<file path="config.mk">
export PLATFORM = sky130hd
export DESIGN_NAME = hack_rom_boot_sequencer
export DESIGN_NICKNAME = d
export VERILOG_FILES = /design/src/rtl/hack_rom_boot_sequencer.sv
export SDC_FILE = /design/constraint.sdc
export NUM_CORES = 1
export LEC_CHECK = 0
export BUFFER_PORTS_ARGS = -buffer_cell sky130_fd_sc_hd__buf_4
export CELL_PAD_IN_SITES_DETAIL_PLACEMENT = 2
export CELL_PAD_IN_SITES_GLOBAL_PLACEMENT = 2
export CORE_MARGIN = 4
export CORE_UTILIZATION = 33
export CTS_CLUSTER_SIZE = 28
export DETAILED_ROUTE_END_ITERATION = 6
export HOLD_SLACK_MARGIN = 0.08
export PLACE_DENSITY = 0.83
export SYNTH_ARGS = -nofsm -noshare
export SYNTH_HDL_FRONTEND = slang
export SYNTH_SLANG_ARGS = --single-unit
</file>
<file path="constraint.sdc">
create_clock -name clk -period 6.2 [get_ports clk]
set_input_delay 0.31 -clock clk [delete_from_list [all_inputs] [get_ports clk]]
set_output_delay 0.31 -clock clk [all_outputs]
set_load 0.02 [all_outputs]
</file>
<file path="src/rtl/hack_rom_boot_sequencer.sv">
// -----------------------------------------------------------------------------
// hack_rom_boot_sequencer
//
// Boot-time controller that streams a Hack program image from a byte source
// (UART / SPI-flash front-end) into the SoC instruction ROM through the
// rom_loader handshake, then releases the Hack CPU from reset.
//
// Each instruction arrives as two bytes, most significant byte first. Every
// word is presented on rom_loader_data with rom_loader_load high until the SoC
// reports load_received; the word is complete once rom_loader_ack is seen
// (either together with load_received or later). A watchdog bounds the time
// spent on one word. After the last word the CPU is kept in reset for a few
// more cycles before DONE.
//
// Ports
//   clk                       system clock
//   reset                     synchronous reset, active low
//   start                     one-cycle pulse, starts a load from IDLE/DONE/ERROR
//   word_count                number of instructions, captured on accepted start
//   byte_in / byte_valid      image byte stream
//   byte_ready                byte accepted when byte_valid & byte_ready
//   rom_loader_reset          one-cycle pulse rewinding the SoC load address
//   rom_loader_load           write request for rom_loader_data
//   rom_loader_data           instruction word, stable from request to ack
//   rom_loader_load_received  SoC has captured the request
//   rom_loader_ack            SoC has completed the write
//   hack_external_reset       holds the Hack CPU in reset
//   busy / done / error       status; busy outside IDLE, DONE and ERROR
//   words_loaded              words acknowledged during the current load
// -----------------------------------------------------------------------------
module hack_rom_boot_sequencer #(
  parameter int DATA_WIDTH   = 16,
  parameter int COUNT_WIDTH  = 16,
  parameter int ACK_TIMEOUT  = 4096,
  parameter int RELEASE_HOLD = 4
) (
  input  logic                   clk,
  input  logic                   reset,
  input  logic                   start,
  input  logic [COUNT_WIDTH-1:0] word_count,
  input  logic [7:0]             byte_in,
  input  logic                   byte_valid,
  output logic                   byte_ready,
  output logic                   rom_loader_reset,
  output logic                   rom_loader_load,
  output logic [DATA_WIDTH-1:0]  rom_loader_data,
  input  logic                   rom_loader_load_received,
  input  logic                   rom_loader_ack,
  output logic                   hack_external_reset,
  output logic                   busy,
  output logic                   done,
  output logic                   error,
  output logic [COUNT_WIDTH-1:0] words_loaded
);

  // The watchdog counts 0 .. ACK_TIMEOUT-1, the release counter
  // 0 .. RELEASE_HOLD-1; both need at least one bit.
  localparam int TMR_W  = (ACK_TIMEOUT  > 1) ? $clog2(ACK_TIMEOUT)  : 1;
  localparam int HOLD_W = (RELEASE_HOLD > 1) ? $clog2(RELEASE_HOLD) : 1;
  localparam logic [TMR_W-1:0]  TMR_LAST  = TMR_W'(ACK_TIMEOUT - 1);
  localparam logic [HOLD_W-1:0] HOLD_LAST = HOLD_W'(RELEASE_HOLD - 1);

  typedef enum logic [3:0] {
    S_IDLE,
    S_LDR_RST,
    S_GET_HI,
    S_GET_LO,
    S_LOAD,
    S_WAIT_ACK,
    S_RELEASE,
    S_DONE,
    S_ERROR
  } state_t;

  // Every single-bit output is a pure function of the state it belongs to.
  typedef struct packed {
    logic byte_ready;
    logic ldr_reset;
    logic load;
    logic cpu_reset;
    logic busy;
    logic done;
    logic error;
  } flags_t;

  function automatic flags_t flags_for(input state_t s);
    flags_t f;
    f            = '0;
    f.byte_ready = (s == S_GET_HI) || (s == S_GET_LO);
    f.ldr_reset  = (s == S_LDR_RST);
    f.load       = (s == S_LOAD);
    // The CPU only runs once the complete image is in ROM.
    f.cpu_reset  = (s != S_DONE);
    f.busy       = !(s inside {S_IDLE, S_DONE, S_ERROR});
    f.done       = (s == S_DONE);
    f.error      = (s == S_ERROR);
    return f;
  endfunction

  state_t                 state;
  flags_t                 flags;
  logic [COUNT_WIDTH-1:0] count_latched;
  logic [COUNT_WIDTH-1:0] words_next;
  logic [TMR_W-1:0]       timer;
  logic [HOLD_W-1:0]      hold_cnt;
  logic                   xfer;
  logic                   word_acked;

  assign byte_ready          = flags.byte_ready;
  assign rom_loader_reset    = flags.ldr_reset;
  assign rom_loader_load     = flags.load;
  assign hack_external_reset = flags.cpu_reset;
  assign busy                = flags.busy;
  assign done                = flags.done;
  assign error               = flags.error;

  assign xfer       = byte_valid & byte_ready;
  assign words_next = words_loaded + COUNT_WIDTH'(1);

  // In LOAD the word only completes when the SoC reports capture and
  // completion in the same cycle; in WAIT_ACK the ack alone completes it.
  assign word_acked = (state == S_LOAD) ? (rom_loader_load_received & rom_loader_ack)
                                        : rom_loader_ack;

  // NOTE: the state and the output flags are updated together with
  // non-blocking assignments, so flags always describe the state just
  // entered and every output is a flop, with no combinational path from
  // inputs to outputs.
  always_ff @(posedge clk) begin
    if (!reset) begin
      state           <= S_IDLE;
      flags           <= flags_for(S_IDLE);
      rom_loader_data <= '0;
      words_loaded    <= '0;
      count_latched   <= '0;
      timer           <= '0;
      hold_cnt        <= '0;
    end else begin
      unique case (state)
        // Idle-type states: only start leaves them; stray handshake and
        // byte traffic is ignored.
        S_IDLE, S_DONE, S_ERROR: begin
          if (start) begin
            count_latched <= word_count;
            words_loaded  <= '0;
            state         <= S_LDR_RST;
            flags         <= flags_for(S_LDR_RST);
          end
        end

        // rom_loader_reset is high for exactly this one cycle.
        S_LDR_RST: begin
          if (count_latched == '0) begin
            hold_cnt <= '0;
            state    <= S_RELEASE;
            flags    <= flags_for(S_RELEASE);
          end else begin
            state <= S_GET_HI;
            flags <= flags_for(S_GET_HI);
          end
        end

        S_GET_HI: begin
          if (xfer) begin
            rom_loader_data[DATA_WIDTH-1 -: 8] <= byte_in;
            state                              <= S_GET_LO;
            flags                              <= flags_for(S_GET_LO);
          end
        end

        S_GET_LO: begin
          if (xfer) begin
            rom_loader_data[7:0] <= byte_in;
            timer                <= '0;
            state                <= S_LOAD;
            flags                <= flags_for(S_LOAD);
          end
        end

        // One watchdog covers the request and the wait for completion.
        // A completion in the last allowed cycle still wins over the timeout.
        S_LOAD, S_WAIT_ACK: begin
          if (word_acked) begin
            words_loaded <= words_next;
            if (words_next == count_latched) begin
              hold_cnt <= '0;
              state    <= S_RELEASE;
              flags    <= flags_for(S_RELEASE);
            end else begin
              state <= S_GET_HI;
              flags <= flags_for(S_GET_HI);
            end
          end else if (timer == TMR_LAST) begin
            state <= S_ERROR;
            flags <= flags_for(S_ERROR);
          end else begin
            timer <= timer + 1'b1;
            if (state == S_LOAD && rom_loader_load_received) begin
              state <= S_WAIT_ACK;
              flags <= flags_for(S_WAIT_ACK);
            end
          end
        end

        // Keep the CPU in reset RELEASE_HOLD cycles after the last ack so
        // the final ROM write has settled before the first fetch.
        S_RELEASE: begin
          if (hold_cnt == HOLD_LAST) begin
            state <= S_DONE;
            flags <= flags_for(S_DONE);
          end else begin
            hold_cnt <= hold_cnt + 1'b1;
          end
        end

        default: begin
          state <= S_IDLE;
          flags <= flags_for(S_IDLE);
        end
      endcase
    end
  end

endmodule
</file>
## Yosys cells after proc, flatten, opt, wreduce, memory -nomap -nowiden

Cells that the tools add are included.

| cells by class | value |
|---|---|
| add/subtract/negate cells | 3 |
| equal/unequal tests | 22 |
| multiplexer cells | 33 |
| bitwise logic cells | 2 |
| reductions and logical operators | 15 |

Operators by type and width:

| operator | number |
|---|---|
| 2-to-1 mux 7 bit | 9 |
| case mux 7 bit (6 select lines) | 1 |
| 2-to-1 mux 12 bit | 3 |
| 2-to-1 mux 16 bit | 2 |
| case mux 16 bit (2 select lines) | 1 |
| 2-to-1 mux 4 bit | 7 |
| case mux 12 bit (2 select lines) | 1 |
| case mux 4 bit (6 select lines) | 1 |
| != test 2 bit (second input constant) | 10 |
| adder 16 x 1 -> 16 bit (second input constant) | 1 |
| equality test 16 bit | 1 |
| equality test 4 x 3 -> 1 bit (second input constant) | 4 |
| zero test 16 bit | 1 |
| adder 12 x 1 -> 12 bit (second input constant) | 1 |
| equality test 12 bit (second input constant) | 1 |
| AND reduction 5 bit | 2 |
| equality test 4 x 2 -> 1 bit (second input constant) | 2 |
| 2-to-1 mux 2 bit | 4 |
| 2-to-1 mux 3 bit | 2 |
| case mux 2 bit (3 select lines) | 1 |
| AND reduction 2 bit | 3 |
| equality test 4 x 1 -> 1 bit (second input constant) | 1 |
| equality test 4 bit (second input constant) | 1 |
| zero test 4 bit | 1 |
| 12 further kinds | 14 |

| word-level totals | value |
|---|---|
| register bits | 73 |
| input port bits | 30 |
| output and inout bits | 39 |
| word-level logic and storage cells | 89 |

## Logic depth before layout (Yosys ltp)

Gate-level depths: netlist of run 1.

| logic depth | value |
|---|---|
| word-level depth | 6 |
| depth in mapped cells | 9 |
| gate-level depth less buffers | 7 |

## Worst setup path before layout of run 1

Ideal clock, no wire load.

| path | value |
|---|---|
| kind | register -> register |
| start | register words_loaded[0] |
| end | register flags, in the netlist byte_ready |
| setup time | 0.120 ns |
| data arrival time | 2.250 ns |
| required time | 6.080 ns |
| setup slack | 3.830 ns |
| cell stages (with the launch flop) | 9 |
| path buffers | 1 |
| clock period less this slack | 2.370 ns |
| path through | dfxtp_1 ha_1 buf_2 nand3_1 or4_1 a32oi_1 and4b_1 nand4_2 o31a_1 |

| between the ends | value |
|---|---|
| word-level cells in the longest chain between the ends | 5 |

RTL lines:

| element | line | text |
|---|---|---|
| from (decl) | 53 | `output logic [COUNT_WIDTH-1:0] words_loaded` |
| from (signal assigned) | 184 | `words_loaded <= words_next;` |
| adder 16 x 1 -> 16 bit | 118 | `assign words_next = words_loaded + COUNT_WIDTH'(1);` |
| equality test 16 bit | 185 | `if (words_next == count_latched) begin` |
| 2-to-1 mux 7 bit | 185 |  |
| 2-to-1 mux 7 bit | 183 | `if (word_acked) begin` |
| case mux 7 bit (6 select lines) | 139 | `unique case (state)` |
| to (signal assigned) | 147 | `flags <= flags_for(S_LDR_RST);` |
| to (signal assigned) | 188 | `flags <= flags_for(S_RELEASE);` |
| to (signal assigned) | 191 | `flags <= flags_for(S_GET_HI);` |
| to (decl) | 101 | `flags_t flags;` |

Every way passes these cells.
A chain may end at the register's enable or synchronous reset.

## Worst setup path in the final report of run 1

| path | value |
|---|---|
| start | register words_loaded[0] |
| end | register hold_cnt[0] |

| between the ends | value |
|---|---|
| word-level cells in the longest chain between the ends | 4 |

RTL lines:

| element | line | text |
|---|---|---|
| adder 16 x 1 -> 16 bit | 118 |  |
| equality test 16 bit | 185 |  |
| != test 2 bit (no line) | -- |  |
| AND reduction 5 bit (no line) | -- |  |
| to (signal assigned) | 212 | `hold_cnt <= hold_cnt + 1'b1;` |
| to (decl) | 105 | `logic [HOLD_W-1:0] hold_cnt;` |

Every way passes these cells.

==> results of run 1 <==
[cell families (layout without fill, tap and decap cells)]
group	after synthesis	count (layout)	share of synthesized area, %
flip-flops	72	72	36.19
buffers and inverters	44	98	5.121
XOR/XNOR	32	32	7.037
AO/OA/AOI/OAI	88	88	14.86
AND/OR/NAND/NOR	196	196	26.52
adder cells (fa/ha/maj)	3	3	0.9426
multiplexers	37	37	9.331
[area by class of cell]
class | instances | area share, %
Inverter | 11 | 0.8583
Multi-Input combinational cell | 356 | 48.66
Timing Repair Buffer | 71 | 11.08
Clock inverter | 5 | 0.6762
Sequential cell | 72 | 29.96
Tap cell | 143 | 3.719
Clock buffer | 11 | 5.046
[worst max-delay path, delay by kind of cell (launching register included)]
family	cells	cell delay (ns)
AOI/OAI and AO/OA	2	0.48
DFF	1	0.46
adders and majority gates	1	0.35
and+or+nand+nor	4	1.49
[worst max path at each step]
stage | depth (start not counted) | to | slack [ns] | from
2_1_floorplan | 8 | byte_ready | 3.83 | words_loaded[0]
3_3_place_gp | 7 | hold_cnt[0] | 3.45 | words_loaded[0]
3_5_place_dp | 7 | hold_cnt[0] | 3.33 | words_loaded[0]
4_1_cts | 7 | hold_cnt[0] | 3.29 | words_loaded[0]
5_1_grt | 6 | timer[5] | 3.02 | state[1]
6_report | 7 | hold_cnt[0] | 3.31 | words_loaded[0]
[placed cells by master (no fill, tap or decap), types with 4 or more instances in the layout]
cell type	Yosys	layout
mux2i_1	36	36
nor3_1	5	5
buf_4	5	71
and2_1	4	4
xnor2_1	17	17
nor4_1	6	6
and4_1	5	5
nor2_1	74	74
clkbuf_16	0	9
dfxtp_1	72	72
nor2b_1	7	7
a21oi_1	23	23
a31oi_1	5	5
o21ai_1	4	4
inv_1	10	10
nand4_1	13	13
xor2_1	15	15
o21ai_0	21	20
nand3_1	16	16
and3_1	12	12
nand2_1	26	26
or4_1	4	4
[metrics by stage]
step                      cells  util (%)  hold slack [ns]
after floorplan             472         -           0.4539
after global placement      653     39.05           0.4429
after detailed placement    653     39.05           0.4531
after CTS                   669     41.42           0.1820
after global routing        669     41.42           0.1989
final                       669     41.42           0.1821
[sequential cells by signal, indices dropped and copies added, names as in the netlist]
signal,flops
busy,1
byte_ready,1
count_latched,16
done,1
error,1
hack_external_reset,1
hold_cnt,2
rom_loader_data,16
rom_loader_load,1
rom_loader_reset,1
state,3
timer,12
words_loaded,16
[routing by layer]
metal  track usage, %  vias to the layer above  wire length, µm
li1                 -                     1792                -
met1            24.82                     1884             5966
met2            33.88                       86             6605
met3            6.199                       16              800
met4            7.399                        0              231
met5                0                        -                0
[power by group through the flow]
stage / logic (W) / registers [W] / clock network [W]
finish: 0.000444 / 0.000572 / 0.000495
global route: 0.000497 / 0.000581 / 0.000528
CTS: 0.000449 / 0.000571 / 0.000507
detailed placement: 0.000442 / 0.000580 / 0
global placement: 0.000423 / 0.000576 / 0
floorplan: 0.000325 / 0.000551 / 0
==> impl_metrics.csv, run 1 <==
group,metric,value,unit
die,die_h,117.9,µm
grt,antenna_found_initial,0,
clocking,ctsLongestPathBuffers,2,
run_status,status,"complete, no violations",
worst_setup_path,slowest_stage,"or4_1",
clocking,clkLatencyLatePin,0.36,ns
timing,rsz0062_at_grt,"no",
die,core,0.01161,mm²
min_path,whs_path_depth,3,
worst_setup_path,worst_r2r_endpoint,"hold_cnt[0]",
yosys,ys_warn_count,0,
grt,grt_max_degree,32,
timing,clock_skew,0.006412,ns
yosys,async_flop_share,0,%
die,chipWidth,117.9,µm
timing,finalCriticalPeriod,2.889,ns
route,drtPass1Iterations,4,
clocking,path_clk_slew,0.06,ns
min_path,min_path_type,"in2reg",
yosys,synthFlopType,"dfxtp_1",
worst_setup_path,r2r_slack,3.31,ns
timing,setup_viol,0,
power_and_ir_drop,clockPowerShare,32.7,%
worst_setup_path,crit_type,"reg2reg",
route,via_count,3778,
clocking,postCtsHoldBufs,0,
route,wire_per_inst,20.33,µm
yosys,synth_cell_types,66,
grt,first_global_vias,4187,
yosys,syn-num-nets,505,
clocking,cts_resized,0,
clocking,postCtsSetupBuffers,0,
worst_setup_path,r2r_start,"words_loaded[0]",
die,dieArea,0.01389,mm²
yosys,synthTopCellsByCount,"nor2_1, dfxtp_1, mux2i_1",
final_layout,n_antenna_cell,0,
place,place.gp.congestion,0.9346,
clocking,cts.root.buffer_cell,"clkbuf_16",
die,io_pins,69,
power_and_ir_drop,internal_power,0.0009582,W
power_and_ir_drop,ir_drop,0.0001725,V
yosys,syn-cell-area,0.003983,mm²
yosys,yosysTopAreaCellShare,36.19,%
clocking,htree_levels,3,
final_layout,multi_input_area,0.002341,mm²
die,row_count,39,
worst_setup_path,crit_fanout,11,
power_and_ir_drop,power_leakage,2.021,nW
route,drc,0,
timing,hold_viol,0,
yosys,synth_area_leaders,"dfxtp_1, mux2i_1, nor2_1",
power_and_ir_drop,sequentialPowerShare,37.8,%
timing,fin_ws,3.311,ns
worst_setup_path,max_stage_delay,0.66,ns
route,via_per_inst,5.647,
power_and_ir_drop,combPwrFrac,29.4,%
place,io_buffers,68,
timing,fin_crit_sh,46.60,%
yosys,ys_seq_elements,72,
yosys,synth_cells,472,
final_layout,final_area,0.004811,mm²
worst_setup_path,rr_worst_depth,7,
place,place_area,0.004536,mm²
timing,drv_slew,0,
route,routed_wl,13600,µm
final_layout,nets,554,
power_and_ir_drop,power.density,314.0,mW/mm²
timing,worst_pin_slew,0.9574,ns
clocking,numClockSinks,72,
timing,fmax,0.3461,GHz
yosys,ys_seq_area_share,36.19,%
final_layout,num-fill-cells,1302,
worst_setup_path,critPathRequiredTime,6.44,ns
power_and_ir_drop,power.switching,0.0005522,W
run,maxCapViolCount,0,
grt,grt_pass1_wl,22580,µm
place,dp_slack,3.325,ns
clocking,cts_tree,"built",
final_layout,drive_gt1_share,19.58,%
worst_setup_path,start_kind,"flop",
place,post-dp-hpwl,9675,µm
yosys,yosysMostFrequentCell,"nor2_1",
route,antenna_left,0,
grt,track_usage,20.36,%
worst_setup_path,arrival,3.13,ns
final_layout,seq_area,0.001441,mm²
yosys,synth_edf_count,0,
yosys,syn_avg_cell_area,8.438,µm²
min_path,holdPathEnd,"count_latched[4]",
timing,slew-limit-headroom,35.74,%
yosys,synth_largest_area_cell,"dfxtp_1",
power_and_ir_drop,p_total,0.001510,W
min_path,holdCritStartpoint,"word_count[4]",
power_and_ir_drop,swShare,36.56,%
grt,grt_overflow,0,
worst_setup_path,path_cells,"ha_1, nand3_1, or4_1, a32oi_1, and4b_1, nand4_2, o31a_1",
clocking,numCtsBuffers,9,
die,start_util,34.29,%
route,initialDrtViolationCount,179,
final_layout,syn_to_final_growth,20.80,%
timing,setup_tns,0,ns
worst_setup_path,worstSetupEndpointType,"flop",
Note: power is estimated with default switching activity, not from simulation.
==> run 2, diff against run 1 <==
Settings changed: CORE_UTILIZATION 33 to 30, PLACE_DENSITY 0.83 to 0.8.
Clock period 6.2 ns to 2.6 ns, I/O delays scaled along.
==> impl_metrics.csv, run 2 (synthesis gave the netlist of run 1 again) <==
group,metric,value,unit
worst_setup_path,rr_worst_depth,6,
route,initialDrtViolationCount,168,
clocking,path_clk_slew,0.06,ns
place,dp_slack,0.1618,ns
min_path,min_path_type,"in2reg",
clocking,numClockSinks,72,
power_and_ir_drop,power.density,739.9,mW/mm²
worst_setup_path,start_kind,"flop",
timing,hold_viol,0,
timing,fmax,0.4078,GHz
timing,drv_slew,0,
route,via_count,3995,
route,drtPass1Iterations,4,
power_and_ir_drop,ir_drop,0.0003332,V
run_status,status,"complete, no violations",
die,dieArea,0.01518,mm²
clocking,postCtsSetupBuffers,0,
final_layout,layout_common_cells,"buf_4, nor2_1, dfxtp_1",
route,antenna_left,0,
power_and_ir_drop,clockPowerShare,35.6,%
worst_setup_path,crit_start,"words_loaded[3]",
timing,fin_ws,0.1476,ns
clocking,clkLatencyLatePin,0.34,ns
final_layout,final_common_cell,"buf_4",
place,io_buffers,68,
timing,fin_crit_sh,94.32,%
run,maxCapViolCount,0,
timing,setup_tns,0,ns
final_layout,drive_gt1_share,22.61,%
power_and_ir_drop,internal_power,0.002580,W
place,place.gp.congestion,0.8697,
worst_setup_path,worstSetupEndpointType,"flop",
route,drc,0,
clocking,cts.root.buffer_cell,"clkbuf_16",
worst_setup_path,crit_type,"reg2reg",
final_layout,n_antenna_cell,0,
clocking,ctsLongestPathBuffers,2,
grt,grt_overflow,0,
power_and_ir_drop,sequentialPowerShare,33.8,%
worst_setup_path,worst_r2r_endpoint,"state[2]",
timing,worst_pin_slew,0.5980,ns
power_and_ir_drop,swShare,35.02,%
min_path,whs_path_depth,3,
power_and_ir_drop,power.switching,0.001390,W
grt,first_global_vias,4416,
worst_setup_path,arrival,2.71,ns
worst_setup_path,r2r_start,"words_loaded[3]",
die,core,0.01282,mm²
die,io_pins,69,
place,post-dp-hpwl,10460,µm
timing,clock_skew,0.008020,ns
clocking,cts_tree,"built",
worst_setup_path,critPathRequiredTime,2.86,ns
final_layout,nets,603,
grt,grt_max_degree,36,
min_path,holdCritStartpoint,"start",
timing,finalCriticalPeriod,2.452,ns
die,chipWidth,123.2,µm
route,via_per_inst,5.348,
die,row_count,41,
worst_setup_path,r2r_slack,0.15,ns
grt,track_usage,20.15,%
grt,antenna_found_initial,0,
final_layout,top_regs,"count_latched x16, rom_loader_data x16, words_loaded x16",
final_layout,num-fill-cells,1415,
grt,grt_pass1_wl,23820,µm
route,wire_per_inst,19.51,µm
clocking,numCtsBuffers,9,
route,routed_wl,14580,µm
worst_setup_path,crit_fanout,10,
power_and_ir_drop,combPwrFrac,30.6,%
min_path,holdPathEnd,"rom_loader_reset",
timing,slew-limit-headroom,60.13,%
timing,setup_viol,0,
die,die_h,123.2,µm
final_layout,syn_to_final_growth,34.72,%
die,start_util,31.05,%
power_and_ir_drop,power_leakage,2.309,nW
timing,rsz0062_at_grt,"no",
clocking,htree_levels,3,
==> run 2: cell count changes in the layout (fill, tap and decap cells not counted), moves of 2 or more <==
cell | previous run | this run
dlygate4sd3_1 | 0 | 25
clkinv_2 | 2 | 0
clkinvlp_4 | 3 | 0
inv_6 | 0 | 2
buf_4 | 71 | 94
bufinv_16 | 0 | 2
inv_8 | 0 | 2
==> run 2: metrics by stage <==
step / power (W) / std cells / hold slack (ns) / utilization, % / instance area [µm²]
after global routing: 0.004201 / 747 / 0.1706 / 41.83 / 5365
after CTS: 0.004009 / 747 / 0.1605 / 41.71 / 5349
final: 0.003970 / 747 / 0.1806 / 41.83 / 5365
after floorplan: 0.002089 / 472 / 0.2739 / - / 3983
after global placement: 0.002487 / 706 / 0.3610 / 37.15 / 4765
after detailed placement: 0.002539 / 706 / 0.3728 / 37.15 / 4765
==> run 2: repair_timing <==
action,CTS,global route
hold buffers,25,0
endpoints found under the setup margin,0,3
gates resized for setup,0,3
hold endpoints to repair,32,0
==> run 2: power groups by stage <==
stage / clock network [W] / registers (W) / logic [W]
global route: 0.00151 / 0.00136 / 0.00133
global placement: 0 / 0.00136 / 0.00113
CTS: 0.00145 / 0.00134 / 0.00122
detailed placement: 0 / 0.00136 / 0.00118
floorplan: 0 / 0.00131 / 0.000775
finish: 0.00141 / 0.00134 / 0.00122
==> run 2: area by class of cell <==
cell class                 instances  area (µm²)  share of cell area [%]
clock inverter                     7       108.9                   2.029
multi-input combinational        356        2356                   43.91
timing repair buffer             120       975.9                   18.19
sequential                        72        1443                   26.89
tap                              172       215.2                   4.011
clock buffer                       9       225.2                   4.198
inverter                          11       41.29                  0.7696
==> run 2: critical path, cell delays in order (launching register included) <==
cell and delay (ns):
dfxtp_1 0.58, and4_1 0.42, xnor2_1 0.13, o32ai_2 0.37, o221ai_2 0.20, or4_1 0.49, o21ai_1 0.17
==> run 2: routing by layer <==
| metal | track usage, % | vias up | routed length (µm) |
|---|---|---|---|
| met5 | 0 | - | 0 |
| met4 | 6.920 | 0 | 422 |
| met3 | 5.352 | 26 | 596 |
| met2 | 35.61 | 81 | 7399 |
| met1 | 23.48 | 1986 | 6156 |
| li1 | - | 1902 | - |
==> run 2: worst max-delay path by stage <==
| stage | endpoint | slack, ns |
|---|---|---|
| 6_report | state[2] | 0.15 |
| 5_1_grt | state[2] | 0.006 |
| 4_1_cts | state[2] | 0.14 |
| 3_5_place_dp | state[2] | 0.16 |
| 3_3_place_gp | state[2] | 0.34 |
| 2_1_floorplan | byte_ready | 0.23 |
==> run 3, diff against run 2 <==
==> constraint.sdc (replaced) <==
create_clock -name clk -period 2.6 [get_ports clk]
set_input_delay 0.52 -clock clk [delete_from_list [all_inputs] [get_ports clk]]
set_output_delay 0.52 -clock clk [all_outputs]
set_load 0.02 [all_outputs]
==> impl_metrics.csv, run 3 (synthesis gave the netlist of run 1 again) <==
group,metric,value,unit
final_layout,final_area,0.005090,mm²
power_and_ir_drop,swShare,35.72,%
grt,first_global_vias,4235,
worst_setup_path,arrival,2.62,ns
clocking,htree_levels,3,
min_path,whs_path_depth,3,
worst_setup_path,crit_type,"reg2reg",
die,dieArea,0.01518,mm²
clocking,ctsLongestPathBuffers,2,
grt,grt_overflow,0,
place,io_buffers,68,
final_layout,layout_common_cells,"buf_4, nor2_1, dfxtp_1",
die,start_util,31.05,%
power_and_ir_drop,internal_power,0.002476,W
final_layout,n_antenna_cell,0,
worst_setup_path,r2r_start,"words_loaded[6]",
min_path,holdCritStartpoint,"word_count[2]",
clocking,numClockSinks,72,
route,antenna_left,0,
timing,finalCriticalPeriod,2.376,ns
grt,grt_util_met2,34.01,%
worst_setup_path,critPathRequiredTime,2.84,ns
place,post-dp-hpwl,10450,µm
die,die_h,123.2,µm
place,dp_slack,0.2024,ns
worst_setup_path,crit_fanout,10,
die,core,0.01282,mm²
clocking,numCtsBuffers,9,
final_layout,final_common_cell,"buf_4",
route,via_per_inst,5.322,
grt,use_met1,23.06,%
clocking,cts.root.buffer_cell,"clkbuf_16",
final_layout,syn_to_final_growth,27.80,%
final_layout,num-fill-cells,1451,
clocking,cts_tree,"built",
clocking,postCtsHoldBufs,0,
final_layout,drive_gt1_share,23.73,%
timing,fin_ws,0.2244,ns
clocking,path_clk_slew,0.06,ns
place,place_area,0.004767,mm²
power_and_ir_drop,ir_drop,0.0004972,V
run_status,status,"complete, no violations",
grt,grt_pass1_wl,22940,µm
grt,grt_max_degree,35,
timing,clock_skew,0.005690,ns
clocking,clkLatencyLatePin,0.35,ns
timing,setup_viol,0,
grt,track_usage,19.65,%
timing,hold_viol,0,
power_and_ir_drop,combPwrFrac,30.8,%
route,initialDrtViolationCount,219,
route,drc,0,
timing,slew-limit-headroom,62.78,%
timing,fin_crit_sh,91.37,%
die,io_pins,69,
route,via_count,3853,
worst_setup_path,worstSetupEndpointType,"flop",
timing,setup_tns,0,ns
route,routed_wl,14010,µm
die,chipWidth,123.2,µm
grt,busiest_layer,"met2",
power_and_ir_drop,sequentialPowerShare,34.9,%
power_and_ir_drop,clockPowerShare,34.3,%
place,place.gp.congestion,0.9252,
grt,gr-usage-met3,5.169,%
worst_setup_path,r2r_slack,0.22,ns
final_layout,top_regs,"count_latched x16, rom_loader_data x16, words_loaded x16",
worst_setup_path,worst_r2r_endpoint,"byte_ready",
die,row_count,41,
min_path,min_path_type,"in2reg",
power_and_ir_drop,power.switching,0.001376,W
run,maxCapViolCount,0,
min_path,holdPathEnd,"count_latched[2]",
timing,drv_slew,0,
worst_setup_path,start_kind,"flop",
timing,fmax,0.4209,GHz
final_layout,nets,580,
power_and_ir_drop,power_leakage,2.196,nW
power_and_ir_drop,power.density,756.7,mW/mm²
route,wire_per_inst,19.35,µm
timing,rsz0062_at_grt,"no",
worst_setup_path,rr_worst_depth,6,
timing,worst_pin_slew,0.5583,ns
route,drtPass1Iterations,4,
grt,antenna_found_initial,0,
## run 3: changes by cell type in the layout (fill, tap and decap cells not counted), sizes merged
cell and delta:
buf +2, bufinv -1, inv -1, dlygate4sd3 -25, clkbuf +1, clkinv +1
## run 3: layout make-up
class	instances	area (µm²)	share of cell area (%)
Tap cell	172	215.2	4.228
Clock buffer	10	239.0	4.695
Timing Repair Buffer	97	728.2	14.31
Sequential cell	72	1443	28.34
Clock inverter	6	73.82	1.450
Multi-Input combinational cell	356	2350	46.17
Inverter	11	41.29	0.8112
## run 3: routing by layer
metal	up-vias	part of all wire, %
met4	0	2.9
li1	1838	-
met1	1904	42
met2	84	50
met3	27	4.5
met5	-	0
## run 3: how the worst max path moves through the flow
stage / slack, ns / end / cells after the start / from
final: 0.22 / byte_ready / 6 / words_loaded[6]
after global routing: 0.0006 / byte_ready / 6 / words_loaded[3]
after CTS: 0.12 / state[2] / 6 / words_loaded[6]
after detailed placement: 0.20 / state[2] / 6 / words_loaded[6]
after global placement: 0.34 / state[2] / 6 / words_loaded[6]
after floorplan: 0.23 / byte_ready / 8 / words_loaded[0]
## run 3: per-stage QoR
stage               utilization, %  total power [W]  instances  hold slack (ns)
finish                       39.69         0.003852        724           0.4003
CTS                          39.61         0.003890        724           0.3940
floorplan                        -         0.002089        472           0.4716
detailed placement           37.17         0.002532        708           0.4587
global route                 39.69         0.004061        724           0.4138
global placement             37.17         0.002477        708           0.4545
## run 3: worst max-delay path, stage by stage, from the launching register on
cell,delay (ns)
dfxtp_1,0.60
nand4_2,0.22
or4_1,0.55
a32oi_1,0.17
and4b_1,0.24
nand4_2,0.17
o31a_1,0.32
## run 3: what timing repair did
item	CTS	global route
gates resized for setup	0	2
endpoints found under the setup margin	0	2
hold endpoints to repair	0	0
buffers inserted	0	0
## run 3: power by group through the flow
stage / Sequential (W) / Clock, W / Combinational, W
4_1_cts: 0.00134 / 0.00136 / 0.00119
6_report: 0.00135 / 0.00132 / 0.00119
2_1_floorplan: 0.00131 / 0 / 0.000775
3_5_place_dp: 0.00137 / 0 / 0.00117
5_1_grt: 0.00136 / 0.00140 / 0.00130
3_3_place_gp: 0.00136 / 0 / 0.00112
